===== src/rtl/key_debounce_n_if.sv =====
// Key debouncer signal bundle: raw pins in, debounced level and event pulses out.
// master = control side driving the pins in simulation, slave = the debouncer.
interface key_debounce_n_if #(
    parameter int NUM_KEYS = 4
);
    logic [NUM_KEYS-1:0] key;
    logic [NUM_KEYS-1:0] level;
    logic [NUM_KEYS-1:0] press_pulse;
    logic [NUM_KEYS-1:0] release_pulse;
    logic [NUM_KEYS-1:0] long_pulse;

    modport master (
        output key,
        input  level,
        input  press_pulse,
        input  release_pulse,
        input  long_pulse
    );

    modport slave (
        input  key,
        output level,
        output press_pulse,
        output release_pulse,
        output long_pulse
    );
endinterface


===== src/rtl/key_debounce_n.sv =====
// Multi-key debouncer: 2-flop sync, shared sample tick, N-sample stability filter, event pulses.
// Optional long-press detection is built only when KEY_LONGPRESS_EN is defined.
module key_debounce_n #(
    parameter int NUM_KEYS     = 4,
    parameter int TICK_DIV     = 20000,
    parameter int STABLE_TICKS = 4,
    parameter int ACTIVE_LOW   = 1,
    parameter int LONG_TICKS   = 100
) (
    input  logic           clk,
    input  logic           n_reset,
    key_debounce_n_if.slave bus
);

    localparam int TW = $clog2(TICK_DIV);
    localparam int CW = $clog2(STABLE_TICKS) + 1;

    localparam logic [TW-1:0]       TICK_LAST = TW'(TICK_DIV - 1);
    localparam logic [CW-1:0]       CNT_LAST  = CW'(STABLE_TICKS - 1);
    localparam logic [NUM_KEYS-1:0] KEY_REL   = (ACTIVE_LOW != 0) ? {NUM_KEYS{1'b1}}
                                                                  : {NUM_KEYS{1'b0}};

    if (NUM_KEYS < 1 || TICK_DIV < 2 || STABLE_TICKS < 1 || LONG_TICKS < 1) begin : g_param_check
        $error("key_debounce_n: parameter out of range");
    end

    logic [TW-1:0]       r_tick_cnt;
    logic                w_tick;
    logic [NUM_KEYS-1:0] r_sync_a;
    logic [NUM_KEYS-1:0] r_sync_b;
    logic [NUM_KEYS-1:0] w_sample;
    logic [NUM_KEYS-1:0] w_toggle;
    logic [NUM_KEYS-1:0] r_level;
    logic [NUM_KEYS-1:0] r_press;
    logic [NUM_KEYS-1:0] r_release;

    assign w_tick = (r_tick_cnt == TICK_LAST);

    always_ff @(posedge clk or negedge n_reset) begin
        if (!n_reset) begin
            r_tick_cnt <= '0;
        end else if (w_tick) begin
            r_tick_cnt <= '0;
        end else begin
            r_tick_cnt <= r_tick_cnt + 1'b1;
        end
    end

    // Sync flops reset to the released pin level so reset release looks like "no key pressed".
    always_ff @(posedge clk or negedge n_reset) begin
        if (!n_reset) begin
            r_sync_a <= KEY_REL;
            r_sync_b <= KEY_REL;
        end else begin
            r_sync_a <= bus.key;
            r_sync_b <= r_sync_a;
        end
    end

    assign w_sample = (ACTIVE_LOW != 0) ? ~r_sync_b : r_sync_b;

    for (genvar g = 0; g < NUM_KEYS; g++) begin : g_filter
        logic [CW-1:0] r_cnt;
        logic          w_diff;
        logic          w_done;

        assign w_diff      = w_sample[g] ^ r_level[g];
        assign w_done      = w_tick & w_diff & (r_cnt == CNT_LAST);
        assign w_toggle[g] = w_done;

        // A single agreeing sample restarts the run, so bounces never accumulate.
        always_ff @(posedge clk or negedge n_reset) begin
            if (!n_reset) begin
                r_cnt <= '0;
            end else if (w_tick) begin
                if (!w_diff || w_done) begin
                    r_cnt <= '0;
                end else begin
                    r_cnt <= r_cnt + 1'b1;
                end
            end
        end
    end

    always_ff @(posedge clk or negedge n_reset) begin
        if (!n_reset) begin
            r_level   <= '0;
            r_press   <= '0;
            r_release <= '0;
        end else begin
            r_level   <= r_level ^ w_toggle;
            r_press   <= w_toggle & ~r_level;
            r_release <= w_toggle & r_level;
        end
    end

    assign bus.level         = r_level;
    assign bus.press_pulse   = r_press;
    assign bus.release_pulse = r_release;

`ifdef KEY_LONGPRESS_EN
    localparam int            LW        = $clog2(LONG_TICKS) + 1;
    localparam logic [LW-1:0] LONG_LAST = LW'(LONG_TICKS - 1);
    localparam logic [LW-1:0] LONG_SAT  = LW'(LONG_TICKS);

    logic [NUM_KEYS-1:0] w_long_hit;
    logic [NUM_KEYS-1:0] r_long;

    for (genvar g = 0; g < NUM_KEYS; g++) begin : g_long
        logic [LW-1:0] r_long_cnt;

        // The release edge itself must not fire, even when it lands on the final tick.
        assign w_long_hit[g] = w_tick & r_level[g] & ~w_toggle[g] & (r_long_cnt == LONG_LAST);

        always_ff @(posedge clk or negedge n_reset) begin
            if (!n_reset) begin
                r_long_cnt <= '0;
            end else if (!r_level[g] || w_toggle[g]) begin
                r_long_cnt <= '0;
            end else if (w_tick && (r_long_cnt != LONG_SAT)) begin
                r_long_cnt <= r_long_cnt + 1'b1;
            end
        end
    end

    always_ff @(posedge clk or negedge n_reset) begin
        if (!n_reset) begin
            r_long <= '0;
        end else begin
            r_long <= w_long_hit;
        end
    end

    assign bus.long_pulse = r_long;
`else
    assign bus.long_pulse = '0;
`endif

endmodule

===== src/flat_wrapper.sv =====
// flat-port wrapper written by rule: the top's interface ports become plain ports
module key_debounce_n_flat 
#(
    parameter int NUM_KEYS     = 4,
    parameter int TICK_DIV     = 20000,
    parameter int STABLE_TICKS = 4,
    parameter int ACTIVE_LOW   = 1,
    parameter int LONG_TICKS   = 100
)
  (clk, n_reset, bus_key, bus_level, bus_press_pulse, bus_release_pulse, bus_long_pulse);
  key_debounce_n_if #(.NUM_KEYS(NUM_KEYS)) bus_i ();
  input  logic clk;
  input  logic n_reset;
  input wire logic [$bits(bus_i.key)-1:0] bus_key;
  output wire logic [$bits(bus_i.level)-1:0] bus_level;
  output wire logic [$bits(bus_i.press_pulse)-1:0] bus_press_pulse;
  output wire logic [$bits(bus_i.release_pulse)-1:0] bus_release_pulse;
  output wire logic [$bits(bus_i.long_pulse)-1:0] bus_long_pulse;
  assign bus_i.key = bus_key;
  assign bus_level = bus_i.level;
  assign bus_press_pulse = bus_i.press_pulse;
  assign bus_release_pulse = bus_i.release_pulse;
  assign bus_long_pulse = bus_i.long_pulse;
  key_debounce_n #(.NUM_KEYS(NUM_KEYS), .TICK_DIV(TICK_DIV), .STABLE_TICKS(STABLE_TICKS), .ACTIVE_LOW(ACTIVE_LOW), .LONG_TICKS(LONG_TICKS)) u_core (.clk(clk), .n_reset(n_reset), .bus(bus_i));
endmodule

===== config.mk =====
export PLATFORM = sky130hd
export DESIGN_NAME = key_debounce_n_flat
export DESIGN_NICKNAME = d
export VERILOG_FILES = /design/src/rtl/key_debounce_n_if.sv /design/src/rtl/key_debounce_n.sv /design/src/flat_wrapper.sv
export SDC_FILE = /design/constraint.sdc
export NUM_CORES = 1
export LEC_CHECK = 0
export BUFFER_PORTS_ARGS = -buffer_cell sky130_fd_sc_hd__buf_2
export CAP_MARGIN = 20
export CORE_MARGIN = 10
export CORE_UTILIZATION = 60
export DETAILED_ROUTE_END_ITERATION = 7
export PLACE_DENSITY = 0.81
export SYNTH_ARGS = -nofsm -noshare
export SYNTH_HDL_FRONTEND = slang
export SYNTH_SLANG_ARGS = --single-unit

===== constraint.sdc =====
create_clock -name clk -period 7.06 [get_ports clk]
set_input_delay 0.706 -clock clk [delete_from_list [all_inputs] [get_ports clk]]
set_output_delay 0.706 -clock clk [all_outputs]
set_load 0.05 [all_outputs]

==> impl_results.md <==
* Sw Share at 0.209
* Site Rows at 21
* Clock Tree Buf Depth at 2
* Die Span X at 79.2 um
* Logic pwr share at 0.033
* Internal power at 0.000352 W
* Nets@finish at 232
* Synthesis-to-finish area growth at 9.34%
* Crit start category: flip-flop
* R2R cell count at 6
* Post-cts hold buffer count at 0
* Post CTS Setup Buffer Count at 0
* Final instance area at 2300 um^2
* Placer Congestion at 0.822
* Vias at 1320
* Global-route wire length before repair at 5.93 mm
* H-tree depth at 2
* Worst path max stage delay at 0.57 ns
* Final Cycle Share at 0.348
* Worst Path Required at 7.37 ns
* Leading cell type in the layout, fill and taps excluded: dfrtp_1
* Finish-stage setup viols at 0
* Sequential fraction of the synthesis area at 0.564
* Iter 0 DRT Violations at 106
* Avg Inst Size Synth at 11.2 um^2
* Number of distinct library cells after synthesis at 26
* Synth Register Bits at 47
* Clk root buf: clkbuf_4
* Syn Inst Count at 188
* Max Fclk at 407 MHz
* Io pins at 22
* Largest net degree at the start of global routing at 48
* Reg2reg end: u_core.bus.level[1]
* Register share of total power at 0.617
* Core region area at 3360 um^2
* R2R setup slack at 4.60 ns
* Vias in the first global route at 1362
* PD cells at 193 nW/um^2
* Slew Limit Fails at 0
* Drt wl/cell at 12.8 um
* WP data arrival at 2.77 ns
* ANT cells at 0
* Die Ht at 79.2 um
* Worst-margin pin slew at 0.616 ns
* CTS sink cnt at 47
* CTS Buf Count at 5
* CTS tree: built
* Clock power share at 0.350
* Fin crit period at 2.46 ns
* RSZ-0062 raised after global routing: no
* Drt first pass iters at 4
* Maxcap violations at 0
* Port Buf Inserts at 17
* Layout cells sized above 1 at 0.190
* HPWL after detailed placement at 2.42 mm
* Worst path slowest cell: or4_1
* Min-Delay Path Class: in2async
* Crit Path Max Fanout at 8
* DRT antenna net count at 0
* Detailed-route wire length at 3.28 mm
* Status: completed
* Layout Utilization at 0.684
* Sw power at 0.0000927 W
* Post-Syn Area at 2100 um^2
* Initial antenna violation count at 0
* Initial Util at 0.625
* Die area at 6270 um^2
* Final Skew at 0.0124 ns
* Static Leak at 1.16 nW
* Crit-path cells: or4_1 -> or2_2 -> nor3_1 -> and2_1 -> ha_1 -> inv_1
* TNS Setup at 0 ns
* CTS resizes at 0
* Most frequent cells in the layout: dfrtp_1 (39), nand2_1 (17), nor2_1 (17), ha_1 (17), buf_2 (17)
* Worst-Skew Late Latency at 0.36 ns
* Gr usage total at 0.120
* Vias per cell at 5.16
* Endpoints failing hold at 0
* WS Path Type: reg2reg
* Gr ovfl total at 0
* Clock transition at the registers of the reported paths at 0.13 ns
* Synthesis warning total at 0
* Rel. slew slack at 0.586
* CP endpoint kind: flip-flop
* Maximum VDD drop at 0.000147 V
* Critical R2R Launch: u_core.r_tick_cnt[5]
* Post-DP Area at 2200 um^2
* # DRC at 0
[state kept, by name, summed over array words and instances (netlist names)]
name,flops
u_core.bus.release_pulse,4
u_core.r_sync_b,4
u_core.r_tick_cnt,15
u_core.g_filter.r_cnt,12
u_core.bus.press_pulse,4
u_core.bus.level,4
u_core.r_sync_a,4
[layout make-up]
class / instances / area [um^2]
tap: 46 / 57.6
inverter: 16 / 60.1
fill: 266 / 1060
multi-input combinational: 120 / 808
timing repair buffer: 19 / 113
sequential: 47 / 1190
clock buffer: 7 / 45.0
clock inverter: 1 / 30.0
[routing by layer]
layer / vias up / global-route usage / part of all wire
met2: 27 / 0.200 / 0.50
met4: 0 / 0.0627 / 0.027
met3: 10 / 0.0495 / 0.050
met1: 629 / 0.127 / 0.42
li1: 654 / - / -
met5: - / 0 / 0
[cell usage after synthesis, drive strengths merged]
cell     n  area (um^2)
dfrtp   39          976
ha      17          213
nand2   17         63.8
nor2    17         63.8
inv     16         60.1
o21ai   12         67.6
xor2     9         78.8
dfstp    8          210
xnor2    8         70.1
nand3    7         35.0
buf      6         52.6
or4      6         56.3
and2     5         31.3
nand4    4         25.0
or3      4         25.0
nor3     3         15.0
nor4     3         18.8
clkbuf   2         7.51
and3     1         6.26
and4     1         8.76
conb     1         3.75
or2      1         6.26
or3b     1         8.76
[how the worst max path moves through the flow]
| stage | from | end | slack, ns | depth (start not counted) |
|---|---|---|---|---|
| 2_1_floorplan | u_core.r_tick_cnt[5] | u_core.g_filter[2].r_cnt[2] | 4.82 | 6 |
| 6_report | u_core.r_tick_cnt[5] | u_core.bus.level[1] | 4.60 | 6 |
| 4_1_cts | u_core.r_tick_cnt[5] | u_core.bus.level[1] | 4.56 | 6 |
| 5_1_grt | u_core.r_tick_cnt[5] | u_core.bus.level[1] | 4.41 | 6 |
| 3_3_place_gp | u_core.r_tick_cnt[5] | u_core.g_filter[1].r_cnt[2] | 4.53 | 4 |
| 3_5_place_dp | u_core.r_tick_cnt[5] | u_core.bus.level[1] | 4.61 | 6 |
[through the flow]
| stage | hold WS [ns] | instances | setup slack (ns) | total power (W) |
|---|---|---|---|---|
| final | 0.141 | 256 | 4.60 | 0.000444 |
| after floorplan | 0.345 | 191 | 4.82 | 0.000288 |
| after detailed placement | 0.347 | 247 | 4.61 | 0.000293 |
| after global placement | 0.346 | 246 | 4.53 | 0.000292 |
| after CTS | 0.365 | 255 | 4.56 | 0.000449 |
| after global routing | 0.114 | 256 | 4.41 | 0.000463 |
[power groups by stage]
stage	logic (W)	registers (W)	clock network, W
final	0.0000147	0.000274	0.000155
after global routing	0.0000167	0.000274	0.000172
after CTS	0.0000139	0.000274	0.000161
after detailed placement	0.0000139	0.000279	0
after global placement	0.0000134	0.000279	0
after floorplan	0.00000864	0.000279	0
[cells by family after synthesis]
group	Yosys count	synth area share
AND/OR/NAND/NOR	70	0.173
flip-flops	47	0.564
buffers and inverters	24	0.0571
XOR/XNOR	17	0.0708
adder cells (fa/ha/maj)	17	0.101
AO/OA/AOI/OAI	12	0.0321
other	1	0.00178
[worst max-delay path, delay by kind of cell, from the launching register on]
family	cells	cell delay (ns)
fa+ha+maj	1	0.24
buf+inv	1	0.05
flops	1	0.50
simple gates	4	1.61
No activity file was read; power rests on OpenSTA's default activity.
